File: config.mk
export PLATFORM = sky130hd
export DESIGN_NAME = uart_rx_ctrl_flat
export DESIGN_NICKNAME = d
export VERILOG_FILES = /design/src/rtl/uart_rx_ctrl_if.sv /design/src/rtl/uart_rx_ctrl.sv /design/src/flat_wrapper.sv
export SDC_FILE = /design/constraint.sdc
export NUM_CORES = 1
export LEC_CHECK = 0
export CORE_ASPECT_RATIO = 1.25
export CORE_UTILIZATION = 52
export CTS_CLUSTER_SIZE = 25
export DETAILED_ROUTE_END_ITERATION = 10
export PLACE_DENSITY_LB_ADDON = 0.3
export RECOVER_POWER = 50
export SYNTH_ARGS = -nofsm -noshare
export SYNTH_HDL_FRONTEND = slang
export SYNTH_SLANG_ARGS = --single-unit
File: constraint.sdc
create_clock -name clk -period 2.76 [get_ports clk]
set_input_delay 0.828 -clock clk [delete_from_list [all_inputs] [get_ports clk]]
set_output_delay 0.828 -clock clk [all_outputs]
set_load 0.05 [all_outputs]
File: src/rtl/uart_rx_ctrl_if.sv
// Signal bundle between the synchronised serial line / frame configuration
// and the UART receive controller.
interface uart_rx_ctrl_if #(
  parameter int DATA_WIDTH     = 8,
  parameter int PRESCALE_WIDTH = 6
);
  logic                      rx_in;
  logic [PRESCALE_WIDTH-1:0] prescale;
  logic [3:0]                data_bits;
  logic                      par_en;
  logic                      par_typ;
  logic                      two_stop;
  logic [DATA_WIDTH-1:0]     rx_data;
  logic                      data_valid;
  logic                      par_err;
  logic                      stp_err;
  logic                      busy;

  modport master (
    output rx_in, prescale, data_bits, par_en, par_typ, two_stop,
    input  rx_data, data_valid, par_err, stp_err, busy
  );

  modport slave (
    input  rx_in, prescale, data_bits, par_en, par_typ, two_stop,
    output rx_data, data_valid, par_err, stp_err, busy
  );
endinterface

File: src/rtl/uart_rx_ctrl.sv
// UART receive controller: oversampled start detection, 2-of-3 majority bit
// sampling, runtime frame format (5..DATA_WIDTH bits, parity, 1/2 stop bits).
module uart_rx_ctrl #(
  parameter int DATA_WIDTH     = 8,
  parameter int PRESCALE_WIDTH = 6
) (
  input  logic          clk,
  input  logic          reset_n,
  uart_rx_ctrl_if.slave bus
);

  localparam int                  PW           = PRESCALE_WIDTH;
  localparam logic [3:0]          MAX_BITS     = 4'(DATA_WIDTH);
  localparam logic [3:0]          MIN_BITS     = 4'd5;
  localparam logic [PW-1:0]       MIN_PRESCALE = PW'(6);

  typedef enum logic [2:0] {
    IDLE   = 3'd0,
    START  = 3'd1,
    DATA   = 3'd2,
    PARITY = 3'd3,
    STOP   = 3'd4
  } state_e;

  function automatic logic majority3(input logic a, input logic b, input logic c);
    return (a & b) | (a & c) | (b & c);
  endfunction

  function automatic logic expected_parity(input logic [DATA_WIDTH-1:0] v, input logic odd);
    return (^v) ^ odd;
  endfunction

  state_e                  state_q, state_d;
  logic                    armed_q, armed_d;
  logic [PW-1:0]           edge_q, edge_d;
  logic [3:0]              bit_q, bit_d;
  logic [1:0]              samp_q, samp_d;
  logic                    vote_q, vote_d;
  logic [PW-1:0]           presc_q, presc_d;
  logic [3:0]              nbits_q, nbits_d;
  logic                    par_en_q, par_en_d;
  logic                    par_typ_q, par_typ_d;
  logic                    two_stop_q, two_stop_d;
  logic [DATA_WIDTH-1:0]   shift_q, shift_d;
  logic                    perr_q, perr_d;
  logic                    serr_q, serr_d;
  logic [DATA_WIDTH-1:0]   rx_data_q, rx_data_d;
  logic                    data_valid_q, data_valid_d;
  logic                    par_err_q, par_err_d;
  logic                    stp_err_q, stp_err_d;
  logic                    busy_q, busy_d;

  logic [PW-1:0]           half_s;
  logic [PW-1:0]           sample_lo_s;
  logic [PW-1:0]           sample_hi_s;
  logic [PW-1:0]           decide_pt_s;
  logic                    wrap_s;
  logic                    decide_s;
  logic [3:0]              last_bit_s;
  logic                    vote_now_s;
  logic                    frame_end_s;

  // The vote is formed in the last sample cycle so that the decision cycle
  // (half+2) can act on a registered value and frame-end pulses appear there.
  assign half_s      = presc_q >> 1;
  assign sample_lo_s = half_s - PW'(1);
  assign sample_hi_s = half_s + PW'(1);
  assign decide_pt_s = half_s + PW'(2);
  assign wrap_s      = (edge_q == (presc_q - PW'(1)));
  assign decide_s    = (edge_q == decide_pt_s);
  assign last_bit_s  = nbits_q + {3'b000, par_en_q} + 4'd1 + {3'b000, two_stop_q};
  assign vote_now_s  = majority3(samp_q[0], samp_q[1], bus.rx_in);
  assign frame_end_s = (state_q == STOP) && (bit_q == last_bit_s) && (edge_q == sample_hi_s);

  // Next-state, counters, sampler, deserialiser and frame-end pulse logic
  always_comb begin
    state_d      = state_q;
    armed_d      = armed_q;
    edge_d       = edge_q;
    bit_d        = bit_q;
    samp_d       = samp_q;
    vote_d       = vote_q;
    presc_d      = presc_q;
    nbits_d      = nbits_q;
    par_en_d     = par_en_q;
    par_typ_d    = par_typ_q;
    two_stop_d   = two_stop_q;
    shift_d      = shift_q;
    perr_d       = perr_q;
    serr_d       = serr_q;
    rx_data_d    = rx_data_q;
    data_valid_d = 1'b0;
    par_err_d    = 1'b0;
    stp_err_d    = 1'b0;

    if (state_q == IDLE) begin
      if (bus.rx_in) begin
        armed_d = 1'b1;
      end else if (armed_q) begin
        state_d    = START;
        armed_d    = 1'b0;
        edge_d     = '0;
        bit_d      = 4'd0;
        samp_d     = 2'b00;
        vote_d     = 1'b0;
        presc_d    = (bus.prescale < MIN_PRESCALE) ? MIN_PRESCALE : bus.prescale;
        if (bus.data_bits < MIN_BITS) begin
          nbits_d = MIN_BITS;
        end else if (bus.data_bits > MAX_BITS) begin
          nbits_d = MAX_BITS;
        end else begin
          nbits_d = bus.data_bits;
        end
        par_en_d   = bus.par_en;
        par_typ_d  = bus.par_typ;
        two_stop_d = bus.two_stop;
        shift_d    = '0;
        perr_d     = 1'b0;
        serr_d     = 1'b0;
      end else begin
        armed_d = 1'b0;
      end
    end else begin
      if (wrap_s) begin
        edge_d = '0;
        bit_d  = bit_q + 4'd1;
      end else begin
        edge_d = edge_q + PW'(1);
      end

      if (edge_q == sample_lo_s) begin
        samp_d[0] = bus.rx_in;
      end else if (edge_q == half_s) begin
        samp_d[1] = bus.rx_in;
      end else if (edge_q == sample_hi_s) begin
        vote_d = vote_now_s;
      end else begin
        vote_d = vote_q;
      end

      if (frame_end_s) begin
        par_err_d = perr_q;
        stp_err_d = serr_q | ~vote_now_s;
        if (!perr_q && !serr_q && vote_now_s) begin
          rx_data_d    = shift_q;
          data_valid_d = 1'b1;
        end else begin
          rx_data_d = rx_data_q;
        end
      end else begin
        par_err_d = 1'b0;
      end

      case (state_q)
        START: begin
          if (decide_s && vote_q) begin
            state_d = IDLE;
          end else if (wrap_s) begin
            state_d = DATA;
          end else begin
            state_d = START;
          end
        end
        DATA: begin
          for (int i = 0; i < DATA_WIDTH; i++) begin
            shift_d[i] = (decide_s && (bit_q == 4'(i + 1))) ? vote_q : shift_q[i];
          end
          if (wrap_s && (bit_q == nbits_q)) begin
            state_d = par_en_q ? PARITY : STOP;
          end else begin
            state_d = DATA;
          end
        end
        PARITY: begin
          perr_d  = perr_q | (decide_s && (vote_q != expected_parity(shift_q, par_typ_q)));
          state_d = wrap_s ? STOP : PARITY;
        end
        STOP: begin
          serr_d  = serr_q | (decide_s & ~vote_q);
          state_d = (decide_s && (bit_q == last_bit_s)) ? IDLE : STOP;
        end
        default: begin
          state_d = IDLE;
        end
      endcase
    end

    busy_d = (state_d != IDLE);
  end

  // State and datapath registers
  always_ff @(posedge clk or negedge reset_n) begin
    if (!reset_n) begin
      state_q      <= IDLE;
      armed_q      <= 1'b0;
      edge_q       <= '0;
      bit_q        <= 4'd0;
      samp_q       <= 2'b00;
      vote_q       <= 1'b0;
      presc_q      <= '0;
      nbits_q      <= 4'd0;
      par_en_q     <= 1'b0;
      par_typ_q    <= 1'b0;
      two_stop_q   <= 1'b0;
      shift_q      <= '0;
      perr_q       <= 1'b0;
      serr_q       <= 1'b0;
      rx_data_q    <= '0;
      data_valid_q <= 1'b0;
      par_err_q    <= 1'b0;
      stp_err_q    <= 1'b0;
      busy_q       <= 1'b0;
    end else begin
      state_q      <= state_d;
      armed_q      <= armed_d;
      edge_q       <= edge_d;
      bit_q        <= bit_d;
      samp_q       <= samp_d;
      vote_q       <= vote_d;
      presc_q      <= presc_d;
      nbits_q      <= nbits_d;
      par_en_q     <= par_en_d;
      par_typ_q    <= par_typ_d;
      two_stop_q   <= two_stop_d;
      shift_q      <= shift_d;
      perr_q       <= perr_d;
      serr_q       <= serr_d;
      rx_data_q    <= rx_data_d;
      data_valid_q <= data_valid_d;
      par_err_q    <= par_err_d;
      stp_err_q    <= stp_err_d;
      busy_q       <= busy_d;
    end
  end

  assign bus.rx_data    = rx_data_q;
  assign bus.data_valid = data_valid_q;
  assign bus.par_err    = par_err_q;
  assign bus.stp_err    = stp_err_q;
  assign bus.busy       = busy_q;

endmodule

File: src/flat_wrapper.sv
// flat-port wrapper written by rule: the top's interface ports become plain ports
module uart_rx_ctrl_flat 
#(
  parameter int DATA_WIDTH     = 8,
  parameter int PRESCALE_WIDTH = 6
)
  (clk, reset_n, bus_rx_in, bus_prescale, bus_data_bits, bus_par_en, bus_par_typ, bus_two_stop, bus_rx_data, bus_data_valid, bus_par_err, bus_stp_err, bus_busy);
  uart_rx_ctrl_if #(.DATA_WIDTH(DATA_WIDTH), .PRESCALE_WIDTH(PRESCALE_WIDTH)) bus_i ();
  input  logic clk;
  input  logic reset_n;
  input wire logic [$bits(bus_i.rx_in)-1:0] bus_rx_in;
  input wire logic [$bits(bus_i.prescale)-1:0] bus_prescale;
  input wire logic [$bits(bus_i.data_bits)-1:0] bus_data_bits;
  input wire logic [$bits(bus_i.par_en)-1:0] bus_par_en;
  input wire logic [$bits(bus_i.par_typ)-1:0] bus_par_typ;
  input wire logic [$bits(bus_i.two_stop)-1:0] bus_two_stop;
  output wire logic [$bits(bus_i.rx_data)-1:0] bus_rx_data;
  output wire logic [$bits(bus_i.data_valid)-1:0] bus_data_valid;
  output wire logic [$bits(bus_i.par_err)-1:0] bus_par_err;
  output wire logic [$bits(bus_i.stp_err)-1:0] bus_stp_err;
  output wire logic [$bits(bus_i.busy)-1:0] bus_busy;
  assign bus_i.rx_in = bus_rx_in;
  assign bus_i.prescale = bus_prescale;
  assign bus_i.data_bits = bus_data_bits;
  assign bus_i.par_en = bus_par_en;
  assign bus_i.par_typ = bus_par_typ;
  assign bus_i.two_stop = bus_two_stop;
  assign bus_rx_data = bus_i.rx_data;
  assign bus_data_valid = bus_i.data_valid;
  assign bus_par_err = bus_i.par_err;
  assign bus_stp_err = bus_i.stp_err;
  assign bus_busy = bus_i.busy;
  uart_rx_ctrl #(.DATA_WIDTH(DATA_WIDTH), .PRESCALE_WIDTH(PRESCALE_WIDTH)) u_core (.clk(clk), .reset_n(reset_n), .bus(bus_i));
endmodule
==> flow_metrics.env, run 1 <==
export IMPL_placed_cells=445
export IMPL_clk_insertion_delay_late_ns=0.31
export IMPL_synth_most_common_cell="dfrtp_1"
export IMPL_tightest_slew_ns=1.51
export IMPL_regToRegSetupSlack_ns=0.12
export IMPL_leakagePower_nw=1.65
export IMPL_drive_gt1_share_pct=14.5
export IMPL_drtIter0Drc=179
export IMPL_synth_cell_types=61
export IMPL_critPathKind="reg2reg"
export IMPL_final_core_util_pct=64.7
export IMPL_cts_sinks=52
export IMPL_synth_cells=328
export IMPL_startpoint_type="flip-flop"
export IMPL_synth_area_leaders="dfrtp_1 (41%), xnor2_1 (7.2%), ha_1 (5.9%), xor2_1 (4.4%), nand2_1 (4.3%)"
export IMPL_total_power_mw=4.09
export IMPL_powerDensity_nw_per_um2=1080
export IMPL_dp_hpwl_mm=5.44
export IMPL_r2r_end="u_core.bus.busy$_DFF_PN0_"
export IMPL_core_area_um2=5860
export IMPL_async_flop_share_pct=100
export IMPL_netlist_area_leader_share_pct=41.0
export IMPL_synth_flop_cell="dfrtp_1"
export IMPL_setup_violations=0
export IMPL_synth_area_per_cell_um2=9.67
export IMPL_period_needed_ns=2.64
export IMPL_finalSetupTns_ns=0
export IMPL_final_nets=403
export IMPL_crit_arrival_ns=2.83
export IMPL_yosysWarningCount=0
export IMPL_yosysSeqAreaShare_pct=41.0
export IMPL_cap_violations=1
export IMPL_finalCritPeriodShare_pct=95.7
export IMPL_multi_input_area_um2=1790
export IMPL_cts_buffers=5
export IMPL_ir_drop_uv=532
export IMPL_grt_start_max_net_pins=29
export IMPL_vias=2573
export IMPL_finalHoldViolCount=0
export IMPL_ant_nets=0
export IMPL_hold_class="reg2reg"
export IMPL_min_from="u_core.perr_q$_DFFE_PN0P_"
export IMPL_netlist_area_um2=3170
export IMPL_ys_ff_latch=52
export IMPL_violations="max-capacitance violations, max-slew violations"
export IMPL_regArea_um2=1300
export IMPL_grt_pass1_wl_mm=11.9
export IMPL_firstDrtPassIters=4
export IMPL_grt_overflow_total=0
export IMPL_rsz0062_at_grt="yes"
export IMPL_endpoint_kind="flip-flop"
export IMPL_cts_root_buf="clkbuf_8"
export IMPL_io_pins=28
export IMPL_hold_end="u_core.bus.data_valid$_DFF_PN0_"
export IMPL_die_w_um=71.9
export IMPL_finalMaxSlewViolations=29
export IMPL_synth_net_count=360
export IMPL_grt_pass1_vias=2647
export IMPL_drc=0
export IMPL_htreeDepth=2
export IMPL_max_freq_mhz=379
export IMPL_status="complete, but fails checks"
export IMPL_antenna_found_initial=0
export IMPL_reg2reg_depth=8
export IMPL_ys_top_cells_by_count="dfrtp_1 (52), nand2_1 (36), xnor2_1 (26)"
export IMPL_hold_depth=1
export IMPL_grt_usage_pct=24.1
export IMPL_diodes=0
export IMPL_reg2reg_from="u_core.presc_q[2]$_DFFE_PN0P_"
export IMPL_synth_top_cell_by_area="dfrtp_1"
export IMPL_worstPathRequired_ns=2.95
export IMPL_final_cells=454
export IMPL_gp_congestion=0.978
export IMPL_io_buffers=27
export IMPL_cts_buffer_depth=2
export IMPL_die_area_um2=6420
export IMPL_synth_edff_count=0
export IMPL_placementRows=31
export IMPL_path_max_fanout=5
export IMPL_die_h_um=89.3
export IMPL_fillCellCount=472
export IMPL_postRouteWirelength_mm=7.07
export IMPL_hold_slack_ns=0.497
export IMPL_cts_tree="built"
export IMPL_via_per_inst=5.67
export IMPL_start_util_pct=54.2
export IMPL_relSlewSlack_pct=-0.982
export IMPL_clkTransAtPathRegs_ns=0.10
export IMPL_fin_worst_skew_ns=0.0134
export IMPL_area_growth_syn_to_layout_pct=19.4
export IMPL_wl_per_cell_um=15.6
kinds of logic after synthesis:
family	after synthesis	synth area share, %
buf+inv	27	3.39
xor+xnor	42	11.6
flops	52	41.0
mux	13	4.46
simple gates	118	19.5
compound gates	59	13.1
fa+ha+maj	17	6.86
stage by stage:
step                      setup slack, ns  area [um^2]
after detailed placement          0.00350         3650
after global routing             -0.00426         3790
after floorplan                    0.0151         3170
final                               0.118         3790
after global placement             0.0663         3650
after CTS                          0.0330         3770
flip-flops by register name, summed over array words and instances, names as in the netlist, 2 cells and up:
register / count
u_core.bus.rx_data: 8
u_core.bit_q: 4
u_core.samp_q: 2
u_core.state_q: 3
u_core.presc_q: 6
u_core.nbits_q: 4
u_core.edge_q: 6
u_core.shift_q: 8
critical path, stage by stage (launching register included):
cell       delay (ns)
dfrtp_1          0.42
inv_2            0.11
ha_1             0.16
a21bo_2          0.24
or3_4            0.38
a2111oi_4        0.34
nand2_2          0.13
a31o_1           0.24
or4_1            0.50
area by class of cell:
class	count	share of cell area (%)
well taps	82	2.71
clock inverters	3	1.22
flip-flops and latches	52	34.3
clock buffers	5	1.82
inverters	16	1.59
repair buffers	47	11.1
multi-input cells	249	47.3
cell usage in the layout, fill, tap and decap left out, types with 3 or more instances in the layout:
cell	instances
clkbuf_1	3
nor4_1	3
inv_1	14
clkdlybuf4s50_1	25
a21oi_1	6
nand2b_1	5
xor2_1	16
nor3_1	4
o22ai_1	3
nor2_1	19
nand4_1	12
nor3b_1	4
nand3_1	10
buf_4	17
mux2i_1	4
ha_1	14
xnor2_1	26
and3_1	3
or3_1	3
mux2_2	9
nand2_1	36
o21ai_0	21
clkbuf_8	5
dfrtp_1	52
repair_timing:
| action | 4_1_cts | 5_1_grt |
|---|---|---|
| setup buffers | 1 | 0 |
| pin swaps | 0 | 2 |
| setup endpoints to repair | 8 | 15 |
| hold endpoints to repair | 0 | 0 |
| hold buffers | 0 | 0 |
| gates resized for setup | 0 | 9 |
per-layer routing:
layer  up-vias  global-route usage (%)  part of all wire (%)
met4         0                    12.1                   4.1
li1       1239                       -                     -
met2        72                    44.8                    51
met1      1237                    27.0                    41
met3        25                    3.16                   3.6
met5         -                       0                     0
power by group:
group / internal [mW] / switching [mW] / total, mW
clock network: 0.274 / 0.268 / 0.541
logic: 1.04 / 1.25 / 2.29
registers: 0.982 / 0.284 / 1.27
total: 2.29 / 1.80 / 4.09
worst max path at each step:
stage                                   from                           endpoint  slack [ns]  depth (start not counted)
6_report       u_core.presc_q[2]$_DFFE_PN0P_          u_core.bus.busy$_DFF_PN0_        0.12                          8
5_1_grt        u_core.nbits_q[0]$_DFFE_PN0P_  u_core.bus.rx_data[2]$_DFFE_PN0P_      -0.004                         12
4_1_cts        u_core.nbits_q[0]$_DFFE_PN0P_  u_core.bus.rx_data[2]$_DFFE_PN0P_        0.03                         12
3_5_place_dp   u_core.nbits_q[0]$_DFFE_PN0P_  u_core.bus.rx_data[2]$_DFFE_PN0P_       0.004                         12
3_3_place_gp   u_core.nbits_q[0]$_DFFE_PN0P_  u_core.bus.rx_data[0]$_DFFE_PN0P_        0.07                         12
2_1_floorplan  u_core.presc_q[2]$_DFFE_PN0P_          u_core.bus.busy$_DFF_PN0_        0.02                          8
Power figures use the tool's default switching activity.
==> run 2, diff against run 1 <==
--- a/config.mk
+++ b/config.mk
@@ -11,2 +11,3 @@
 export DETAILED_ROUTE_END_ITERATION = 10
+export MAX_ROUTING_LAYER = met4
 export PLACE_DENSITY_LB_ADDON = 0.3
--- a/constraint.sdc
+++ b/constraint.sdc
@@ -3,2 +3,2 @@
 set_output_delay 0.828 -clock clk [all_outputs]
-set_load 0.05 [all_outputs]
+set_load 0.1 [all_outputs]
==> run 2 against run 1 <==
Net effect:
- sequential power hardly changed
- sequential cell count did not move
- the flow now finishes without violations
- fmax decreased by 2.1%
- count of clock-buffer cells in the layout is the same
- worst setup slack got worse by 0.057 ns
==> flow_metrics.env, run 2 (synthesized netlist as in run 1, its figures left out) <==
export IMPL_hold_class="reg2reg"
export IMPL_hold_depth=1
export IMPL_clk_insertion_delay_late_ns=0.32
export IMPL_drive_gt1_share_pct=20.7
export IMPL_startpoint_type="flip-flop"
export IMPL_min_from="u_core.perr_q$_DFFE_PN0P_"
export IMPL_grt_pass1_vias=2587
export IMPL_final_area_um2=3870
export IMPL_fillCellCount=497
export IMPL_total_power_mw=4.28
export IMPL_finalCritPeriodShare_pct=97.8
export IMPL_cap_violations=0
export IMPL_ir_drop_uv=517
export IMPL_rsz0062_at_grt="yes"
export IMPL_regArea_um2=1300
export IMPL_start_util_pct=54.2
export IMPL_postRouteWirelength_mm=7.40
export IMPL_via_per_inst=5.65
export IMPL_multi_input_area_um2=1880
export IMPL_slowest_delay_ns=0.42
export IMPL_crit_arrival_ns=2.89
export IMPL_finalSetupTns_ns=0
export IMPL_period_needed_ns=2.70
export IMPL_setup_slack_ns=0.0616
export IMPL_regToRegSetupSlack_ns=0.06
export IMPL_fin_worst_skew_ns=0.00767
export IMPL_io_buffers=27
export IMPL_cp_slowest_cell="or4_4"
export IMPL_tightest_slew_ns=1.23
export IMPL_critPathKind="reg2reg"
export IMPL_endpoint_kind="flip-flop"
export IMPL_core_area_um2=5860
export IMPL_dp_slack_ns=-0.0569
export IMPL_grt_overflow_total=0
export IMPL_layout_common_cells="dfrtp_1 (51), nand2_1 (36), buf_4 (34)"
export IMPL_layout_commonest_cell="dfrtp_1"
export IMPL_htreeDepth=2
export IMPL_leakagePower_nw=1.70
export IMPL_path_delay_family="simple AND/OR/NAND/NOR gates"
export IMPL_cts_root_buf="clkbuf_8"
export IMPL_cp_startpoint="u_core.nbits_q[0]$_DFFE_PN0P_"
export IMPL_max_freq_mhz=371
export IMPL_path_max_fanout=2
export IMPL_diodes=0
export IMPL_die_w_um=71.9
export IMPL_status="finished, final reports clean"
export IMPL_ant_nets=0
export IMPL_finalMaxSlewViolations=0
export IMPL_firstDrtPassIters=4
export IMPL_reg2reg_from="u_core.nbits_q[0]$_DFFE_PN0P_"
export IMPL_cts_buffers=5
export IMPL_placementRows=31
export IMPL_crit_chain="inv_2 -> ha_4 -> inv_2 -> ha_4 -> fa_2 -> xor2_2 -> nor3b_2 -> a31oi_2 -> nor3b_1 -> o22ai_1 -> or4_4"
export IMPL_cts_sinks=52
export IMPL_drc=0
export IMPL_grt_usage_pct=25.5
export IMPL_setup_violations=0
export IMPL_dp_hpwl_mm=5.70
export IMPL_io_pins=28
export IMPL_vias=2588
export IMPL_post_dp_cell_area_um2=3620
export IMPL_relSlewSlack_pct=18.1
export IMPL_grt_pass1_wl_mm=12.0
export IMPL_critPathBufInv=2
export IMPL_die_area_um2=6420
export IMPL_wl_per_cell_um=16.2
export IMPL_reg2reg_depth=11
export IMPL_worstPathRequired_ns=2.95
export IMPL_area_growth_syn_to_layout_pct=21.9
export IMPL_crit_cells=11
export IMPL_finalHoldViolCount=0
export IMPL_die_h_um=89.3
export IMPL_grt_start_max_net_pins=23
export IMPL_cts_buffer_depth=2
export IMPL_gp_congestion=0.983
export IMPL_final_nets=407
export IMPL_antenna_found_initial=0
export IMPL_drtIter0Drc=140
export IMPL_powerDensity_nw_per_um2=1110
export IMPL_clkTransAtPathRegs_ns=0.09
export IMPL_cts_tree="built"
-- run 2: cell count changes in the layout (fill, tap and decap cells not counted), sizes merged --
cell,before,now
buf,18,34
clkdlybuf4s50,25,13
-- run 2: path summary, 6_finish.rpt --
path | end
min reg2reg | u_core.bus.data_valid$_DFF_PN0_
min in group asynchronous | u_core.shift_q[4]$_DFFE_PN0P_
max | u_core.bus.busy$_DFF_PN0_
max in group asynchronous | u_core.presc_q[2]$_DFFE_PN0P_
max reg2reg | u_core.bus.busy$_DFF_PN0_
min | u_core.bus.data_valid$_DFF_PN0_
-- run 2: timing repair --
item                                    CTS  global route
resized for setup                         1            27
endpoints found under the setup margin    9            16
hold buffers                              0             0
pin swaps                                 2             6
hold endpoints to repair                  0             0
buffers inserted                          1             4
-- run 2: report_power, final --
group | total (mW) | switching (mW) | internal [mW]
clock | 0.544 | 0.270 | 0.273
sequential | 1.28 | 0.299 | 0.983
combinational | 2.46 | 1.33 | 1.13
total | 4.28 | 1.90 | 2.39
-- run 2: layout make-up --
class | instances | share of cell area [%]
clock inverters | 3 | 1.20
repair buffers | 51 | 10.6
multi-input cells | 249 | 48.5
inverters | 16 | 1.62
flip-flops and latches | 52 | 33.7
well taps | 82 | 2.65
clock buffers | 5 | 1.78
-- run 2: worst reg2reg max path, cell delays in order (launching register included) --
cell,delay (ns)
dfrtp_1,0.38
inv_2,0.07
ha_4,0.26
inv_2,0.04
ha_4,0.16
fa_2,0.40
xor2_2,0.20
nor3b_2,0.22
a31oi_2,0.07
nor3b_1,0.25
o22ai_1,0.12
or4_4,0.42
-- run 2: metal layers --
layer / share of wire [%] / track usage (%)
met5: 0 / -
met1: 40 / 27.1
met2: 52 / 45.6
met4: 4.2 / 14.8
met3: 3.4 / 3.38
-- run 2: metrics by stage --
step / instances / util [%] / hold slack (ns)
2_1_floorplan: 328 / - / 0.435
3_3_place_gp: 446 / 61.9 / 0.465
3_5_place_dp: 446 / 61.9 / 0.475
4_1_cts: 455 / 64.0 / 0.476
5_1_grt: 458 / 66.0 / 0.504
6_report: 458 / 66.0 / 0.489
==> run 3, diff against run 2 <==
- CAP_MARGIN: not set -> 20
- REMOVE_ABC_BUFFERS: not set -> 1
==> run 3 against run 2 <==
Net effect:
- register-to-register slack worse by 0.02 ns
- clock skew is 0.00052 ns higher
- global-route usage decreased by 1.7 points
- first-iteration DRC count is 11% lower
==> flow_metrics.env, run 3 (synthesized netlist as in run 1, its figures left out) <==
export IMPL_cts_root_buf="clkbuf_8"
export IMPL_postRouteWirelength_mm=7.09
export IMPL_fillCellCount=466
export IMPL_fin_worst_skew_ns=0.00819
export IMPL_cts_buffer_depth=2
export IMPL_hold_slack_ns=0.473
export IMPL_tightest_slew_ns=1.36
export IMPL_drtIter0Drc=124
export IMPL_max_freq_mhz=368
export IMPL_total_power_mw=4.25
export IMPL_rsz0062_at_grt="yes"
export IMPL_grt_usage_pct=23.9
export IMPL_area_growth_syn_to_layout_pct=22.1
export IMPL_finalMaxSlewViolations=0
export IMPL_clkTransAtPathRegs_ns=0.09
export IMPL_setup_violations=0
export IMPL_multi_input_area_um2=1850
export IMPL_layout_common_cells="dfrtp_1 (51), buf_4 (39), nand2_1 (36)"
export IMPL_antenna_found_initial=0
export IMPL_diodes=0
export IMPL_firstDrtPassIters=4
export IMPL_wl_per_cell_um=15.2
export IMPL_die_area_um2=6420
export IMPL_vias=2572
export IMPL_leakagePower_nw=1.72
export IMPL_grt_pass1_wl_mm=11.4
export IMPL_finalCritPeriodShare_pct=98.4
export IMPL_crit_arrival_ns=2.89
export IMPL_grt_overflow_total=0
export IMPL_drive_gt1_share_pct=20.6
export IMPL_finalSetupTns_ns=0
export IMPL_ir_drop_uv=716
export IMPL_cp_startpoint="u_core.presc_q[2]$_DFFE_PN0P_"
export IMPL_clk_insertion_delay_late_ns=0.30
export IMPL_layout_commonest_cell="dfrtp_1"
export IMPL_startpoint_type="flip-flop"
export IMPL_endpoint_kind="flip-flop"
export IMPL_gp_congestion=0.857
export IMPL_die_h_um=89.3
export IMPL_reg2reg_from="u_core.presc_q[2]$_DFFE_PN0P_"
export IMPL_final_cells=465
export IMPL_core_area_um2=5860
export IMPL_io_pins=28
export IMPL_finalHoldViolCount=0
export IMPL_path_max_fanout=4
export IMPL_grt_pass1_vias=2506
export IMPL_hold_class="reg2reg"
export IMPL_cts_buffers=5
export IMPL_final_nets=414
export IMPL_ant_nets=0
export IMPL_cts_tree="built"
export IMPL_powerDensity_nw_per_um2=1100
export IMPL_dp_hpwl_mm=5.46
export IMPL_status="finished, final reports clean"
export IMPL_die_w_um=71.9
export IMPL_start_util_pct=54.2
export IMPL_via_per_inst=5.53
export IMPL_critPathKind="reg2reg"
export IMPL_drc=0
export IMPL_htreeDepth=2
export IMPL_cap_violations=0
export IMPL_regArea_um2=1300
export IMPL_relSlewSlack_pct=9.55
export IMPL_cts_sinks=52
export IMPL_period_needed_ns=2.72
export IMPL_cts_hold_buffers=0
export IMPL_worstPathRequired_ns=2.94
export IMPL_placed_cells=453
export IMPL_io_buffers=27
export IMPL_grt_start_max_net_pins=28
export IMPL_placementRows=31
export IMPL_min_from="u_core.perr_q$_DFFE_PN0P_"
run 3: cell type report:
class,instances,area share (%)
multi-input combinational,249,47.7
sequential,52,33.6
timing repair buffer,58,11.7
tap,82,2.65
clock buffer,6,1.87
inverter,16,1.55
clock inverter,2,0.904
run 3: through the flow:
step	area (um^2)	util (%)	worst slack, ns
after floorplan	3120	-	-0.0382
after global placement	3690	63.0	0.0412
after detailed placement	3690	63.0	-0.0324
after CTS	3800	65.0	0.0311
after global routing	3870	66.1	-0.0357
final	3870	66.1	0.0443
run 3: metal layers:
| layer | wire [um] | track usage [%] |
|---|---|---|
| met1 | 2940 | 26.5 |
| met2 | 3780 | 43.1 |
| met3 | 197 | 2.82 |
| met4 | 176 | 10.7 |
| met5 | 0 | - |
run 3: worst paths after layout:
kind                                                   end  slack (ns)  cells past startpoint
min in group asynchronous  u_core.bus.data_valid$_DFF_PN0_        0.81                      1
max in group asynchronous    u_core.presc_q[3]$_DFFE_PN0P_        0.59                      2
min                        u_core.bus.data_valid$_DFF_PN0_        0.47                      1
max reg2reg                      u_core.bus.busy$_DFF_PN0_        0.04                      9
min reg2reg                u_core.bus.data_valid$_DFF_PN0_        0.47                      1
max                              u_core.bus.busy$_DFF_PN0_        0.04                      9
run 3: critical path, stage by stage (launching register included):
cell,delay (ns)
dfrtp_1,0.40
inv_2,0.08
ha_1,0.16
a21bo_2,0.25
or3_4,0.38
a2111oi_4,0.44
nand2_2,0.12
buf_4,0.16
mux2i_1,0.12
or4_1,0.48
run 3: what timing repair did:
item                       CTS  global route
setup endpoints to repair    9            12
buffers inserted             0             5
gates resized for setup      2            20
hold endpoints to repair     0             0
pin swaps                    4             7
run 3: report_power, final:
group / internal, mW / switching [mW] / total, mW
registers: 0.984 / 0.273 / 1.26
logic: 1.16 / 1.32 / 2.48
clock network: 0.269 / 0.242 / 0.511
total: 2.41 / 1.84 / 4.25
